## src/rtl/flap_game_ctrl_pkg.sv

```systemverilog
// -----------------------------------------------------------------------------
// flap_pkg
// Shared types and constants for the flap game sequencer.
//   flap_state_t : round life-cycle state, encoded as shown on the overlay
//   KEY_*        : USB keycodes that start a round
//   BCD_W        : width of the 3-digit BCD score
//   bcd_inc3()   : 3-digit BCD increment with digit carry (wraps at 999)
// -----------------------------------------------------------------------------
package flap_pkg;

    typedef enum logic [2:0] {
        ST_IDLE  = 3'd0,
        ST_READY = 3'd1,
        ST_PLAY  = 3'd2,
        ST_CRASH = 3'd3,
        ST_OVER  = 3'd4
    } flap_state_t;

    localparam logic [7:0] KEY_SPACE  = 8'h2C;
    localparam logic [7:0] KEY_W      = 8'h1A;
    localparam logic [7:0] KEY_MECH_W = 8'hCC;

    localparam int              BCD_W   = 12;
    localparam logic [BCD_W-1:0] BCD_MAX = 12'h999;

    // Increment a 3-digit BCD value; callers guard against 999.
    function automatic logic [BCD_W-1:0] bcd_inc3(input logic [BCD_W-1:0] v);
        logic [3:0] d0;
        logic [3:0] d1;
        logic [3:0] d2;
        {d2, d1, d0} = v;
        if (d0 != 4'd9) begin
            d0 = d0 + 4'd1;
        end else begin
            d0 = 4'd0;
            if (d1 != 4'd9) begin
                d1 = d1 + 4'd1;
            end else begin
                d1 = 4'd0;
                d2 = (d2 == 4'd9) ? 4'd0 : d2 + 4'd1;
            end
        end
        return {d2, d1, d0};
    endfunction

endpackage

```

## src/rtl/flap_game_ctrl_if.sv

```systemverilog
// -----------------------------------------------------------------------------
// flap_game_if
// Signal bundle between the game sequencer and its surroundings.
//   key        : current USB keycode (8'h00 = none)
//   gameover   : bird hit top/bottom boundary
//   collide    : bird overlaps an obstacle
//   pass_obs   : one-frame pulse, obstacle passed the bird
//   rdy        : motion enable to bird/obstacles
//   obj_reset  : one-frame re-centre pulse
//   state_code : current state for the overlay
//   countdown  : frames left in READY/CRASH, saturated at 127
//   score      : BCD score of the current round
//   hiscore    : BCD best score (0 when the feature is not built)
// Modports: slave = sequencer side, master = keyboard/motion/overlay side.
// -----------------------------------------------------------------------------
interface flap_game_if;
    import flap_pkg::*;

    logic [7:0]       key;
    logic             gameover;
    logic             collide;
    logic             pass_obs;
    logic             rdy;
    logic             obj_reset;
    logic [2:0]       state_code;
    logic [6:0]       countdown;
    logic [BCD_W-1:0] score;
    logic [BCD_W-1:0] hiscore;

    modport slave (
        input  key, gameover, collide, pass_obs,
        output rdy, obj_reset, state_code, countdown, score, hiscore
    );

    modport master (
        output key, gameover, collide, pass_obs,
        input  rdy, obj_reset, state_code, countdown, score, hiscore
    );

endinterface

```

## src/rtl/flap_game_ctrl_bcd_counter3.sv

```systemverilog
// -----------------------------------------------------------------------------
// bcd_counter3
// 3-digit BCD counter that saturates at 999.
//   frame_clk : clock
//   Reset     : synchronous active-high clear
//   clr       : synchronous clear (round start)
//   inc       : count up by one when not saturated
//   count     : BCD value
// -----------------------------------------------------------------------------
module bcd_counter3
    import flap_pkg::*;
(
    input  logic             frame_clk,
    input  logic             Reset,
    input  logic             clr,
    input  logic             inc,
    output logic [BCD_W-1:0] count
);

    // NOTE: sequential state is written with non-blocking assignments only, so
    // every register samples the pre-edge values regardless of block order.
    always_ff @(posedge frame_clk) begin
        if (Reset || clr) begin
            count <= '0;
        end else if (inc && (count != BCD_MAX)) begin
            count <= bcd_inc3(count);
        end
    end

endmodule

```

## src/rtl/flap_game_ctrl.sv

```systemverilog
// -----------------------------------------------------------------------------
// flap_game_ctrl
// Round sequencer for the flap game: IDLE -> READY -> PLAY -> CRASH -> OVER.
// Runs once per video frame; owns rdy, obj_reset, score and high score.
//   frame_clk : frame clock
//   Reset     : synchronous active-high reset
//   bus       : flap_game_if.slave (key/crash/pass in, overlay/motion out)
// Optional feature: define FLAP_HISCORE_EN to build the high-score register;
// otherwise hiscore is tied to zero.
// -----------------------------------------------------------------------------
module flap_game_ctrl
    import flap_pkg::*;
#(
    parameter int         READY_FRAMES = 60,
    parameter int         CRASH_FRAMES = 90,
    parameter logic [7:0] START_KEY    = KEY_SPACE,
    parameter logic [7:0] FLAP_KEY0    = KEY_W,
    parameter logic [7:0] FLAP_KEY1    = KEY_MECH_W
) (
    input  logic       frame_clk,
    input  logic       Reset,
    flap_game_if.slave bus
);

    localparam int MAX_FR = (READY_FRAMES > CRASH_FRAMES) ? READY_FRAMES : CRASH_FRAMES;
    localparam int CNT_W  = (MAX_FR > 1) ? $clog2(MAX_FR) : 1;
    localparam logic [CNT_W-1:0] READY_LOAD = CNT_W'(READY_FRAMES - 1);
    localparam logic [CNT_W-1:0] CRASH_LOAD = CNT_W'(CRASH_FRAMES - 1);

    flap_state_t      state;
    logic [CNT_W-1:0] cnt;
    logic [7:0]       prev_key;
    logic             rdy_q;
    logic             obj_reset_q;
    logic [6:0]       countdown_q;
    logic [BCD_W-1:0] score_q;

    logic start_ev;
    logic crash;
    logic score_clr;
    logic score_inc;

    function automatic logic is_start_key(input logic [7:0] k);
        return (k == START_KEY) || (k == FLAP_KEY0) || (k == FLAP_KEY1);
    endfunction

    function automatic logic [6:0] clip_cd(input logic [CNT_W-1:0] v);
        logic [31:0] w;
        w = 32'(v);
        return (w > 32'd127) ? 7'd127 : w[6:0];
    endfunction

    // Edge-detect against the previous frame's key so a held key fires once.
    assign start_ev = is_start_key(bus.key) && !is_start_key(prev_key);
    assign crash    = bus.gameover | bus.collide;

    // Score clears on the same edge that enters READY; crash beats a pass.
    assign score_clr = start_ev && ((state == ST_IDLE) || (state == ST_OVER));
    assign score_inc = (state == ST_PLAY) && bus.pass_obs && !crash;

    always_ff @(posedge frame_clk) begin
        if (Reset) begin
            state       <= ST_IDLE;
            cnt         <= '0;
            prev_key    <= 8'h00;
            rdy_q       <= 1'b0;
            obj_reset_q <= 1'b0;
            countdown_q <= 7'd0;
        end else begin
            prev_key    <= bus.key;
            obj_reset_q <= 1'b0;
            case (state)
                ST_IDLE, ST_OVER: begin
                    if (start_ev) begin
                        state       <= ST_READY;
                        cnt         <= READY_LOAD;
                        countdown_q <= clip_cd(READY_LOAD);
                        obj_reset_q <= 1'b1;
                        rdy_q       <= 1'b0;
                    end
                end
                ST_READY: begin
                    if (cnt == '0) begin
                        state       <= ST_PLAY;
                        rdy_q       <= 1'b1;
                        countdown_q <= 7'd0;
                    end else begin
                        cnt         <= cnt - CNT_W'(1);
                        countdown_q <= clip_cd(cnt - CNT_W'(1));
                    end
                end
                ST_PLAY: begin
                    if (crash) begin
                        state       <= ST_CRASH;
                        rdy_q       <= 1'b0;
                        cnt         <= CRASH_LOAD;
                        countdown_q <= clip_cd(CRASH_LOAD);
                    end
                end
                ST_CRASH: begin
                    if (cnt == '0) begin
                        state       <= ST_OVER;
                        countdown_q <= 7'd0;
                    end else begin
                        cnt         <= cnt - CNT_W'(1);
                        countdown_q <= clip_cd(cnt - CNT_W'(1));
                    end
                end
                default: begin
                    state       <= ST_IDLE;
                    rdy_q       <= 1'b0;
                    countdown_q <= 7'd0;
                end
            endcase
        end
    end

    bcd_counter3 u_score (
        .frame_clk (frame_clk),
        .Reset     (Reset),
        .clr       (score_clr),
        .inc       (score_inc),
        .count     (score_q)
    );

`ifdef FLAP_HISCORE_EN
    logic [BCD_W-1:0] hiscore_q;

    // Updated on the CRASH->OVER edge; score is frozen throughout CRASH.
    // BCD digits are ordered like binary, so a plain unsigned compare works.
    always_ff @(posedge frame_clk) begin
        if (Reset) begin
            hiscore_q <= '0;
        end else if ((state == ST_CRASH) && (cnt == '0) && (score_q > hiscore_q)) begin
            hiscore_q <= score_q;
        end
    end

    assign bus.hiscore = hiscore_q;
`else
    assign bus.hiscore = '0;
`endif

    assign bus.state_code = state;
    assign bus.rdy        = rdy_q;
    assign bus.obj_reset  = obj_reset_q;
    assign bus.countdown  = countdown_q;
    assign bus.score      = score_q;

endmodule

```

## src/flat_wrapper.sv

```systemverilog
// flat-port wrapper written by rule: the top's interface ports become plain ports
module flap_game_ctrl_flat import flap_pkg::*;
#(
    parameter int         READY_FRAMES = 60,
    parameter int         CRASH_FRAMES = 90,
    parameter logic [7:0] START_KEY    = KEY_SPACE,
    parameter logic [7:0] FLAP_KEY0    = KEY_W,
    parameter logic [7:0] FLAP_KEY1    = KEY_MECH_W
)
  (frame_clk, Reset, bus_key, bus_gameover, bus_collide, bus_pass_obs, bus_rdy, bus_obj_reset, bus_state_code, bus_countdown, bus_score, bus_hiscore);
  flap_game_if bus_i ();
  input  logic frame_clk;
  input  logic Reset;
  input wire logic [$bits(bus_i.key)-1:0] bus_key;
  input wire logic [$bits(bus_i.gameover)-1:0] bus_gameover;
  input wire logic [$bits(bus_i.collide)-1:0] bus_collide;
  input wire logic [$bits(bus_i.pass_obs)-1:0] bus_pass_obs;
  output wire logic [$bits(bus_i.rdy)-1:0] bus_rdy;
  output wire logic [$bits(bus_i.obj_reset)-1:0] bus_obj_reset;
  output wire logic [$bits(bus_i.state_code)-1:0] bus_state_code;
  output wire logic [$bits(bus_i.countdown)-1:0] bus_countdown;
  output wire logic [$bits(bus_i.score)-1:0] bus_score;
  output wire logic [$bits(bus_i.hiscore)-1:0] bus_hiscore;
  assign bus_i.key = bus_key;
  assign bus_i.gameover = bus_gameover;
  assign bus_i.collide = bus_collide;
  assign bus_i.pass_obs = bus_pass_obs;
  assign bus_rdy = bus_i.rdy;
  assign bus_obj_reset = bus_i.obj_reset;
  assign bus_state_code = bus_i.state_code;
  assign bus_countdown = bus_i.countdown;
  assign bus_score = bus_i.score;
  assign bus_hiscore = bus_i.hiscore;
  flap_game_ctrl #(.READY_FRAMES(READY_FRAMES), .CRASH_FRAMES(CRASH_FRAMES), .START_KEY(START_KEY), .FLAP_KEY0(FLAP_KEY0), .FLAP_KEY1(FLAP_KEY1)) u_core (.frame_clk(frame_clk), .Reset(Reset), .bus(bus_i));
endmodule
```

## config.mk

```make
export PLATFORM = sky130hd
export DESIGN_NAME = flap_game_ctrl_flat
export DESIGN_NICKNAME = d
export VERILOG_FILES = /design/src/rtl/flap_game_ctrl_pkg.sv /design/src/rtl/flap_game_ctrl_if.sv /design/src/rtl/flap_game_ctrl_bcd_counter3.sv /design/src/rtl/flap_game_ctrl.sv /design/src/flat_wrapper.sv
export SDC_FILE = /design/constraint.sdc
export NUM_CORES = 1
export LEC_CHECK = 0
export BUFFER_PORTS_ARGS = -buffer_cell sky130_fd_sc_hd__buf_2
export CORE_ASPECT_RATIO = 1.75
export CORE_MARGIN = 4
export CORE_UTILIZATION = 57
export DETAILED_ROUTE_END_ITERATION = 10
export PLACE_DENSITY = 0.85
export SLEW_MARGIN = 30
export SYNTH_ARGS = -nofsm -noshare
export SYNTH_HDL_FRONTEND = slang
export SYNTH_SLANG_ARGS = --single-unit
```

## constraint.sdc

```tcl
create_clock -name frame_clk -period 2.97 [get_ports frame_clk]
set_input_delay 0.1485 -clock frame_clk [delete_from_list [all_inputs] [get_ports frame_clk]]
set_output_delay 0.1485 -clock frame_clk [all_outputs]
set_load 0.01 [all_outputs]
```

==> metrics.txt <==
# TYPE chip_impl_metric gauge
chip_impl_info{name="launching_element_type_of_the_critical_path",value="flop"} 1
chip_impl_metric{name="antenna_left",unit=""} 0
chip_impl_metric{name="antenna_cells_inserted",unit=""} 0
chip_impl_info{name="worstSetupPathType",value="flop to flop"} 1
chip_impl_metric{name="fraction_of_registers_with_async_set_or_reset_after_synthesis",unit="%"} 0
chip_impl_metric{name="fraction_of_the_yosys_area_taken_by_sequential_cells",unit="%"} 39.6
chip_impl_info{name="unrepaired_setup_endpoints_after_global_routing",value="no"} 1
chip_impl_metric{name="pre_cts_slack",unit="ps"} 884
chip_impl_metric{name="tightestPinTransition",unit="ps"} 495
chip_impl_metric{name="hpwlAfterDp",unit="mm"} 3.12
chip_impl_metric{name="gpl.final_weighted_congestion",unit=""} 0.954
chip_impl_metric{name="synthesis.area",unit="mm2"} 0.00197
chip_impl_info{name="synth_flop_cell",value="dfxtp_1"} 1
chip_impl_metric{name="port_buffers",unit=""} 36
chip_impl_metric{name="design.core.area",unit="mm2"} 0.00336
chip_impl_metric{name="remaining_drc_errors",unit=""} 0
chip_impl_metric{name="drv_slew",unit=""} 0
chip_impl_metric{name="htreeDepth",unit=""} 2
chip_impl_metric{name="cts.repair_timing.setup_buffer_count",unit=""} 0
chip_impl_info{name="endpoint_kind",value="flop"} 1
chip_impl_metric{name="firstDrtPassIters",unit=""} 4
chip_impl_info{name="clk_root_buf",value="clkbuf_8"} 1
chip_impl_metric{name="required",unit="ps"} 3150
chip_impl_metric{name="cts_inserted_buffers",unit=""} 5
chip_impl_metric{name="number_of_setup_violations_in_the_final_report",unit=""} 0
chip_impl_metric{name="critPathMaxFanout",unit=""} 8
chip_impl_metric{name="net_switching_fraction_of_the_power",unit="%"} 34.1
chip_impl_metric{name="synth_edf_count",unit=""} 0
chip_impl_metric{name="clock_transition_time_at_the_flip_flop_clock_pins_of_the_worst_setup_and_hold_paths",unit="ps"} 70
chip_impl_metric{name="finClkSkew",unit="ps"} 2.19
chip_impl_metric{name="post-route-period-util",unit="%"} 71.6
chip_impl_metric{name="drt_first_iter_violations",unit=""} 53
chip_impl_metric{name="worst_ir_drop_vdd",unit="mV"} 0.548
chip_impl_info{name="worst_hold_path_type",value="input pin to flop"} 1
chip_impl_metric{name="power.combinational.fraction",unit="%"} 30.9
chip_impl_metric{name="setup_tns",unit="ps"} 0
chip_impl_metric{name="critPathArrivalTime",unit="ps"} 2300
chip_impl_metric{name="die_outline_width",unit="um"} 52.5
chip_impl_metric{name="max-clock-path-buffers",unit=""} 2
chip_impl_metric{name="detail_route.wirelength",unit="mm"} 4.10
chip_impl_metric{name="clock.fmax",unit="MHz"} 471
chip_impl_metric{name="worst_slack",unit="ps"} 845
chip_impl_metric{name="syn_to_final_growth",unit="%"} 12.4
chip_impl_metric{name="cts.sinks",unit=""} 39
chip_impl_metric{name="route.vias.total",unit=""} 1694
chip_impl_info{name="run_status",value="completed"} 1
chip_impl_metric{name="cellLeakagePower",unit="nW"} 0.960
chip_impl_metric{name="timing.max_slew.rel_slack",unit="%"} 66.7
chip_impl_metric{name="cts_resized",unit=""} 0
chip_impl_metric{name="post_drt_wl_per_cell",unit="um"} 13.6
chip_impl_metric{name="clock_latency",unit="ps"} 280
chip_impl_metric{name="ctsHoldBuffers",unit=""} 0
chip_impl_metric{name="total_switching_power",unit="uW"} 488
chip_impl_metric{name="synth_cells",unit=""} 223
chip_impl_metric{name="top_level_ports",unit=""} 49
chip_impl_metric{name="grt_max_degree",unit=""} 27
chip_impl_metric{name="dieArea",unit="mm2"} 0.00450
chip_impl_metric{name="drive_gt1_share",unit="%"} 20.2
chip_impl_metric{name="first_global_vias",unit=""} 1553
chip_impl_metric{name="post_layout_minimum_cycle_time",unit="ps"} 2130
chip_impl_metric{name="power.share.clock",unit="%"} 24.7
chip_impl_metric{name="rows",unit=""} 28
chip_impl_metric{name="design.final.nets",unit=""} 271
chip_impl_metric{name="dieHeight",unit="um"} 85.8
chip_impl_metric{name="powerDensity",unit="mW/mm2"} 645
chip_impl_info{name="layout.cells.most_common",value="dfxtp_1"} 1
chip_impl_metric{name="globalRouteOverflowTotal",unit=""} 0
chip_impl_metric{name="max_cap_viols",unit=""} 0
chip_impl_metric{name="synth.yosys.warnings",unit=""} 0
chip_impl_metric{name="final_hold_fails",unit=""} 0
chip_impl_metric{name="p_seq_share",unit="%"} 44.3
chip_impl_metric{name="synth.ff_latch_count",unit=""} 39
chip_impl_metric{name="grt_antenna_before_repair",unit=""} 0
chip_impl_metric{name="post_synth_num_cell_types",unit=""} 51
chip_impl_info{name="final_cell_mix",value="dfxtp_1, buf_2, nand2_1, nor2_1, a21oi_1"} 1
chip_impl_metric{name="internal_power",unit="uW"} 942
chip_impl_info{name="clock_tree_from_tritoncts",value="built"} 1
chip_impl_metric{name="start_util",unit="%"} 58.6
chip_impl_metric{name="vias_per_cell",unit=""} 5.61
chip_impl_metric{name="global_route_wire_length_before_repair",unit="mm"} 6.76
chip_impl_metric{name="grt_use_total",unit="%"} 19.8
chip_impl_metric{name="syn-mean-instance-area",unit="um2"} 8.84
path summary, 6_finish.rpt:
path,to,slack (ps),start,depth (start not counted)
worst max-delay path,u_core.cnt[3],840,u_core.cnt[2],5
worst min register to register,u_core.bus.countdown[5],450,u_core.bus.countdown[5],2
worst max register to register,u_core.cnt[3],840,u_core.cnt[2],5
worst min-delay path,u_core.prev_key[3],100,bus_key[3],2
cells in the mapped netlist (all sizes together), types with 2 or more instances:
master	count	area share (%)
nor2	16	3.0
o2111ai	2	1.2
a32o	2	1.0
nand2	16	3.0
nand3	5	1.3
or3	3	0.95
o21ai	5	1.3
or3b	3	1.5
a21o	2	0.76
a31oi	3	0.95
buf	13	4.8
xor2	8	3.6
and4	2	0.89
o211ai	4	1.5
a221oi	2	1.2
xnor2	3	1.3
nor3	8	2.3
and2	2	0.63
a211oi	3	1.1
mux2i	4	2.0
nor4bb	3	1.5
dfxtp	39	40
nand2b	3	0.95
clkbuf	7	1.3
nand3b	2	0.76
o31ai	2	0.76
o211a	2	1.0
nor2b	13	4.1
nand4	5	1.6
a21oi	14	3.6
o21a	2	0.76
o22ai	2	0.63
inv	10	1.9
cell type report:
| type | instances | area (um2) |
|---|---|---|
| Sequential cell | 39 | 781 |
| Clock buffer | 6 | 82.6 |
| Inverter | 10 | 37.5 |
| Multi-Input combinational cell | 165 | 1070 |
| Fill cell | 302 | 1150 |
| Clock inverter | 1 | 5.00 |
| Timing Repair Buffer | 36 | 180 |
| Tap cell | 45 | 56.3 |
critical path: stages, from the launching register on:
cell	delay, ps
dfxtp_1	360
or3_1	440
nor3_2	430
a21o_1	200
a21o_1	260
mux2_4	320
cells by family (layout without fill, tap and decap cells):
| kind of cell | count (synthesis) | count (layout) | share of synthesized area (%) |
|---|---|---|---|
| fa+ha+maj | 1 | 1 | 0.634 |
| mux | 5 | 5 | 2.79 |
| compound gates | 51 | 51 | 19.5 |
| other cells | 1 | 12 | 0.190 |
| flops | 39 | 39 | 39.6 |
| simple gates | 85 | 85 | 24.3 |
| xor+xnor | 11 | 11 | 4.89 |
| buf+inv | 30 | 53 | 8.06 |
layer usage:
metal | up-vias | global-route usage [%] | wire length, um
met4 | 0 | 10.5 | 98
met1 | 780 | 22.3 | 1670
met3 | 10 | 4.87 | 228
li1 | 849 | - | -
met5 | - | 0 | 0
met2 | 55 | 33.3 | 2100
state kept, by name, indices dropped and copies added, names as in the netlist:
register and count:
u_core.bus.countdown 7, u_core.bus.obj_reset 1, u_core.bus.rdy 1, u_core.bus.state_code 3
u_core.cnt 7, u_core.prev_key 8, u_core.u_score.count 12
power groups by stage:
stage | Clock [mW] | Sequential (mW) | Combinational [mW]
after floorplan | 0 | 0.646 | 0.337
after global placement | 0 | 0.644 | 0.427
after detailed placement | 0 | 0.644 | 0.438
after CTS | 0.365 | 0.633 | 0.441
after global routing | 0.392 | 0.643 | 0.492
final | 0.354 | 0.634 | 0.442
per-stage QoR:
stage               utilization [%]  hold WS [ps]  cells  power [mW]  instance area [um2]
floorplan                         -           277    234       0.983                 2010
global placement               63.3           371    295        1.07                 2130
detailed placement             63.3           395    295        1.08                 2130
CTS                            65.9          92.6    302        1.44                 2220
global route                   65.9           102    302        1.53                 2220
finish                         65.9           101    302        1.43                 2220
Note: power is estimated with default switching activity, not from simulation.
